===== src/rtl/interrupt_injector.sv =====
// Turns the raw jump button and the frame tick into jal-style interrupt instructions for the CPU.
// Optional feature: define FRAME_DROP_CNT_EN to count frame ticks lost while a frame is already pending.
module interrupt_injector #(
    parameter int unsigned DEBOUNCE_CYCLES = 500000,
    parameter logic [26:0] JUMP_VEC        = 27'd100,
    parameter logic [26:0] FRAME_VEC       = 27'd200,
    parameter int unsigned ACK_TIMEOUT     = 64
) (
    input  logic        clk,
    input  logic        reset,
    input  logic        jump,
    input  logic        frame_tick,
    input  logic        irq_ack,
    output logic [31:0] interrupt_instruction,
    output logic        irq_valid,
    output logic        irq_src,
    output logic        timeout_err,
    output logic [15:0] frame_drops
);

    localparam int unsigned CNT_W = $clog2(DEBOUNCE_CYCLES);
    localparam int unsigned TMR_W = $clog2(ACK_TIMEOUT + 1);
    localparam logic [4:0]  OPCODE = 5'b00011;

    typedef enum logic {IDLE, ISSUE} state_e;

    logic             jump_meta_q, jump_s_q;
    logic             stable_q, stable_d;
    logic [CNT_W-1:0] cnt_q, cnt_d;
    logic             jump_rise_c;
    logic             jump_pend_q, jump_pend_d;
    logic             frame_pend_q, frame_pend_d;
    logic             consume_jump_c, consume_frame_c;
    state_e           state_q, state_d;
    logic [TMR_W-1:0] tmr_q, tmr_d;
    logic             timeout_hit_c;
    logic [31:0]      instr_q, instr_d;
    logic             valid_q, valid_d;
    logic             src_q, src_d;
    logic             terr_q, terr_d;

    // Two-flop synchroniser for the asynchronous button
    always_ff @(posedge clk or negedge reset) begin
        if (!reset) begin
            jump_meta_q <= 1'b0;
            jump_s_q    <= 1'b0;
        end else begin
            jump_meta_q <= jump;
            jump_s_q    <= jump_meta_q;
        end
    end

    // Debounce: accept a new level only after it has differed from stable for DEBOUNCE_CYCLES
    always_comb begin
        cnt_d       = '0;
        stable_d    = stable_q;
        jump_rise_c = 1'b0;
        if (jump_s_q != stable_q) begin
            if (cnt_q == CNT_W'(DEBOUNCE_CYCLES - 1)) begin
                stable_d    = jump_s_q;
                jump_rise_c = jump_s_q;
            end else begin
                cnt_d = cnt_q + CNT_W'(1);
            end
        end
    end

    // One-deep pending flags; a new event beats a same-cycle consume
    always_comb begin
        jump_pend_d  = jump_rise_c | (jump_pend_q & ~consume_jump_c);
        frame_pend_d = frame_tick  | (frame_pend_q & ~consume_frame_c);
    end

    assign timeout_hit_c = (tmr_q == TMR_W'(ACK_TIMEOUT - 1));

    // FSM state register and all other sequential state
    always_ff @(posedge clk or negedge reset) begin
        if (!reset) begin
            stable_q     <= 1'b0;
            cnt_q        <= '0;
            jump_pend_q  <= 1'b0;
            frame_pend_q <= 1'b0;
            state_q      <= IDLE;
            tmr_q        <= '0;
            instr_q      <= 32'd0;
            valid_q      <= 1'b0;
            src_q        <= 1'b0;
            terr_q       <= 1'b0;
        end else begin
            stable_q     <= stable_d;
            cnt_q        <= cnt_d;
            jump_pend_q  <= jump_pend_d;
            frame_pend_q <= frame_pend_d;
            state_q      <= state_d;
            tmr_q        <= tmr_d;
            instr_q      <= instr_d;
            valid_q      <= valid_d;
            src_q        <= src_d;
            terr_q       <= terr_d;
        end
    end

    // Next-state: jump beats frame; ack beats timeout
    always_comb begin
        state_d         = state_q;
        tmr_d           = tmr_q;
        consume_jump_c  = 1'b0;
        consume_frame_c = 1'b0;
        case (state_q)
            IDLE: begin
                tmr_d = '0;
                if (jump_pend_q) begin
                    state_d        = ISSUE;
                    consume_jump_c = 1'b1;
                end else if (frame_pend_q) begin
                    state_d         = ISSUE;
                    consume_frame_c = 1'b1;
                end
            end
            ISSUE: begin
                if (irq_ack || timeout_hit_c) begin
                    state_d = IDLE;
                    tmr_d   = '0;
                end else begin
                    tmr_d = tmr_q + TMR_W'(1);
                end
            end
            default: state_d = IDLE;
        endcase
    end

    // Registered outputs, computed one cycle ahead of the state they describe
    always_comb begin
        instr_d = instr_q;
        valid_d = valid_q;
        src_d   = src_q;
        terr_d  = 1'b0;
        case (state_q)
            IDLE: begin
                instr_d = 32'd0;
                valid_d = 1'b0;
                if (jump_pend_q) begin
                    instr_d = {OPCODE, JUMP_VEC};
                    valid_d = 1'b1;
                    src_d   = 1'b0;
                end else if (frame_pend_q) begin
                    instr_d = {OPCODE, FRAME_VEC};
                    valid_d = 1'b1;
                    src_d   = 1'b1;
                end
            end
            ISSUE: begin
                if (irq_ack) begin
                    instr_d = 32'd0;
                    valid_d = 1'b0;
                end else if (timeout_hit_c) begin
                    instr_d = 32'd0;
                    valid_d = 1'b0;
                    terr_d  = 1'b1;
                end
            end
            default: begin
                instr_d = 32'd0;
                valid_d = 1'b0;
            end
        endcase
    end

    assign interrupt_instruction = instr_q;
    assign irq_valid             = valid_q;
    assign irq_src               = src_q;
    assign timeout_err           = terr_q;

`ifdef FRAME_DROP_CNT_EN
    logic [15:0] drops_q;

    // Saturating count of ticks merged into an already-pending frame
    always_ff @(posedge clk or negedge reset) begin
        if (!reset) begin
            drops_q <= 16'd0;
        end else if (frame_tick && frame_pend_q && !consume_frame_c && (drops_q != 16'hFFFF)) begin
            drops_q <= drops_q + 16'd1;
        end
    end

    assign frame_drops = drops_q;
`else
    assign frame_drops = 16'd0;
`endif

endmodule


===== config.mk =====
export PLATFORM = sky130hd
export DESIGN_NAME = interrupt_injector
export DESIGN_NICKNAME = d
export VERILOG_FILES = /design/src/rtl/interrupt_injector.sv
export SDC_FILE = /design/constraint.sdc
export NUM_CORES = 1
export LEC_CHECK = 0
export BUFFER_PORTS_ARGS = -buffer_cell sky130_fd_sc_hd__buf_2
export CAP_MARGIN = 20
export CORE_MARGIN = 10
export CORE_UTILIZATION = 47
export DETAILED_ROUTE_END_ITERATION = 6
export PLACE_DENSITY = 0.83
export SKIP_CTS_REPAIR_TIMING = 1
export SYNTH_ARGS = -nofsm -noshare
export SYNTH_HDL_FRONTEND = slang
export SYNTH_SLANG_ARGS = --single-unit

===== constraint.sdc =====
create_clock -name clk -period 1.98 [get_ports clk]
set_input_delay 0.099 -clock clk [delete_from_list [all_inputs] [get_ports clk]]
set_output_delay 0.099 -clock clk [all_outputs]
set_load 0.005 [all_outputs]

==> impl_metrics.ini <==
[grt]
grt_use_total = 0.101
initial_antenna_violation_count = 0
pin_count_of_the_biggest_net_entering_global_routing = 38
globalRoute.totalOverflow = 0
grt_pass1_wl_um = 6290
number_of_global_route_vias_before_repair = 1415

[floorplanning]
chipWidth_um = 85.6
core_area_um2 = 4090
io-pin-count = 56
die_area_um2 = 7330
rows = 23
floorplan.initialDensity = 0.495
floorplan.die.height_um = 85.6

[setup_path]
critPathMaxFanout = 5
worst_ep_required_time_ns = 2.18
crit_type = flop to flop
worst_setup_path_start_kind = flop
worst_setup_path_end_kind = flop
worstPathCellList = ha_1, and4_1, nand4_1, or3_2, a21oi_1
worst_ep_arrival_time_ns = 2.06
timing.critical_path.slowest_stage_cell = sky130_fd_sc_hd__or3_2
worst_path_largest_cell_delay_ns = 0.51

[timing]
report.final.slew_viol_count = 0
grt_setup_unrepaired = no
worstMarginPinSlew_ns = 0.795
final_layout_setup_total_negative_slack_ns = 0
slew_headroom = 0.470
post-route-min-period_ns = 1.86
max_freq_mhz = 537
report.final.hold_viol_count = 0
setup_viol = 0
fin_worst_skew_ns = 0.00760
timing.final.crit_share = 0.941

[pwr]
cellLeakagePower_nw = 0.950
vdd.ir_drop.worst_uv = 244
power.density_nw_per_um2 = 757

[layout]
finish.net_count = 231
leading_cell_type_in_the_layout_fill_and_taps_excluded = sky130_fd_sc_hd__conb_1
synthToLayoutAreaGrowth_pct = 2.10
layout-drive-gt1-share = 0.135
total_non_filler_cell_area_in_the_finished_layout_um2 = 2070
layout.cells.most_common_list = sky130_fd_sc_hd__conb_1 (41), sky130_fd_sc_hd__dfrtp_1 (37), sky130_fd_sc_hd__nor2_1 (26)
antenna_cells_inserted = 0

[worst_hold_path]
timing.hold.worst.class = input port to flop

[clock_network]
cts_root_buf = sky130_fd_sc_hd__clkbuf_8
path_clk_slew_ns = 0.07
worst_case_clock_buffer_depth = 2
cts_inserted_buffers = 5
cts_sinks = 37
htree_levels = 2
tritoncts = yes
clk-insertion-delay-late_ns = 0.28

[drt]
ant_nets = 0
detail_route.iter0.violations = 127
drt-wirelength-per-cell_um = 13.1
first_pass_iters = 4
routed-via-count = 1329
routed_wire_length_um = 3570
avgViaCountPerCell = 4.87
detail_route.drc_violations = 0

[logic_synthesis]
average_size_of_a_mapped_cell_um2 = 9.73
sequential_to_total_area_share_from_yosys_stat = 0.458
synth_area_leaders = sky130_fd_sc_hd__dfrtp_1 (46%), sky130_fd_sc_hd__buf_4 (17%), sky130_fd_sc_hd__xnor2_1 (5.6%)
postSynthRegisterBits = 37
yosysUniqueCellTypes = 35
syn-instance-count = 208
synth_warnings = 0
synth_area_um2 = 2020
yosys.area.top_type_share = 0.458
synth_largest_area_cell = sky130_fd_sc_hd__dfrtp_1

[placed_design]
port_buffers = 14
hpwl_um = 2730
placement.cell_area_um2 = 1950
place_congestion = 0.817

[run_status]
status = completed

[run]
max_cap_violations = 0
==> flip-flops by register name, summed over array words and instances, names as in the netlist <==
name and flops:
irq_src 1, interrupt_instruction 3, state_q 1, frame_pend_q 1, stable_q 1, cnt_q 19
jump_pend_q 1, tmr_q 7, jump_s_q 1, timeout_err 1, jump_meta_q 1
==> power by group <==
part	switching [mW]	internal, mW
logic	0.148	0.0868
clock network	0.238	0.231
registers	0.0508	0.810
total	0.437	1.13
==> synth_stat cells <==
| library cell | count |
|---|---|
| sky130_fd_sc_hd__inv_1 | 9 |
| sky130_fd_sc_hd__a21oi_2 | 1 |
| sky130_fd_sc_hd__nor2_1 | 26 |
| sky130_fd_sc_hd__nand2_1 | 9 |
| sky130_fd_sc_hd__or3_2 | 1 |
| sky130_fd_sc_hd__and4_1 | 1 |
| sky130_fd_sc_hd__nand2b_1 | 2 |
| sky130_fd_sc_hd__buf_4 | 46 |
| sky130_fd_sc_hd__o31ai_4 | 1 |
| sky130_fd_sc_hd__nor4_1 | 4 |
| sky130_fd_sc_hd__mux2_2 | 1 |
| sky130_fd_sc_hd__xnor2_1 | 13 |
| sky130_fd_sc_hd__o21ai_0 | 6 |
| sky130_fd_sc_hd__xor2_1 | 6 |
| sky130_fd_sc_hd__clkbuf_2 | 1 |
| sky130_fd_sc_hd__or3_1 | 1 |
| sky130_fd_sc_hd__nand4_1 | 6 |
| sky130_fd_sc_hd__ha_1 | 2 |
| sky130_fd_sc_hd__or4_4 | 1 |
| sky130_fd_sc_hd__o31ai_1 | 1 |
| sky130_fd_sc_hd__or2_2 | 1 |
| sky130_fd_sc_hd__nand4_4 | 1 |
| sky130_fd_sc_hd__nand3_1 | 9 |
| sky130_fd_sc_hd__conb_1 | 1 |
| sky130_fd_sc_hd__nand3b_1 | 1 |
| sky130_fd_sc_hd__buf_2 | 2 |
| sky130_fd_sc_hd__o2bb2ai_1 | 1 |
| sky130_fd_sc_hd__or3_4 | 1 |
| sky130_fd_sc_hd__o21ai_1 | 1 |
| sky130_fd_sc_hd__dfrtp_1 | 37 |
| sky130_fd_sc_hd__and2_1 | 1 |
| sky130_fd_sc_hd__nor3_1 | 7 |
| sky130_fd_sc_hd__and3_1 | 2 |
| sky130_fd_sc_hd__a21oi_1 | 4 |
| sky130_fd_sc_hd__a32o_1 | 1 |
==> kinds of logic after synthesis <==
| logic type | after synthesis | synth area share |
|---|---|---|
| and+or+nand+nor | 74 | 0.190 |
| buffers and inverters | 58 | 0.195 |
| DFF | 37 | 0.458 |
| xor gates and xnor gates | 19 | 0.0823 |
| AOI/OAI and AO/OA | 16 | 0.0550 |
| adders and majority gates | 2 | 0.0124 |
| other | 1 | 0.00185 |
| muxes | 1 | 0.00557 |
==> final timing paths <==
| path | from | endpoint | slack, ns | cells after the start |
|---|---|---|---|---|
| setup / recovery | cnt_q[0]$_DFF_PN0_ | cnt_q[18]$_DFF_PN0_ | 0.12 | 5 |
| setup reg to reg | cnt_q[0]$_DFF_PN0_ | cnt_q[18]$_DFF_PN0_ | 0.12 | 5 |
| max in group asynchronous | reset | cnt_q[18]$_DFF_PN0_ | 1.03 | 2 |
| min in group asynchronous | reset | cnt_q[9]$_DFF_PN0_ | 0.43 | 2 |
| hold / removal | irq_ack | tmr_q[4]$_DFF_PN0_ | 0.15 | 3 |
| hold reg to reg | jump_meta_q$_DFF_PN0_ | jump_s_q$_DFF_PN0_ | 0.37 | 0 |
==> routing by layer <==
metal / share of wire / routed length, um / up-vias / global-route usage
met5: 0 / 0 / - / 0
met4: 0.020 / 70 / 0 / 0.0629
met3: 0.070 / 249 / 7 / 0.0360
met2: 0.49 / 1750 / 44 / 0.166
met1: 0.42 / 1500 / 643 / 0.109
li1: - / - / 635 / -
==> worst max-delay path, delay by kind of cell, from the launching register on <==
family | cells | cell delay (ns)
flops | 1 | 0.41
compound gates | 1 | 0.15
fa+ha+maj | 1 | 0.25
simple gates | 3 | 0.97
==> cell type report <==
cell class,count,area [um2]
Sequential cell,37,926
Clock buffer,5,68.8
Multi-Input combinational cell,153,858
Clock inverter,1,5.00
Inverter,9,33.8
Fill cell,363,2020
Timing Repair Buffer,18,111
Tap cell,50,62.6
==> metrics by stage <==
stage                     instances  total power [mW]  hold slack, ns  utilization  setup slack, ns
final                           273              1.56           0.148        0.506            0.117
after global routing            273              1.67           0.174        0.506           0.0204
after CTS                       270              1.57         -0.0806        0.496           0.0433
after detailed placement        264              1.11           0.215        0.478           0.0540
after global placement          264              1.09           0.209        0.478            0.158
after floorplan                 248              1.10          -0.197            -            0.142
Note: power is estimated with default switching activity, not from simulation.
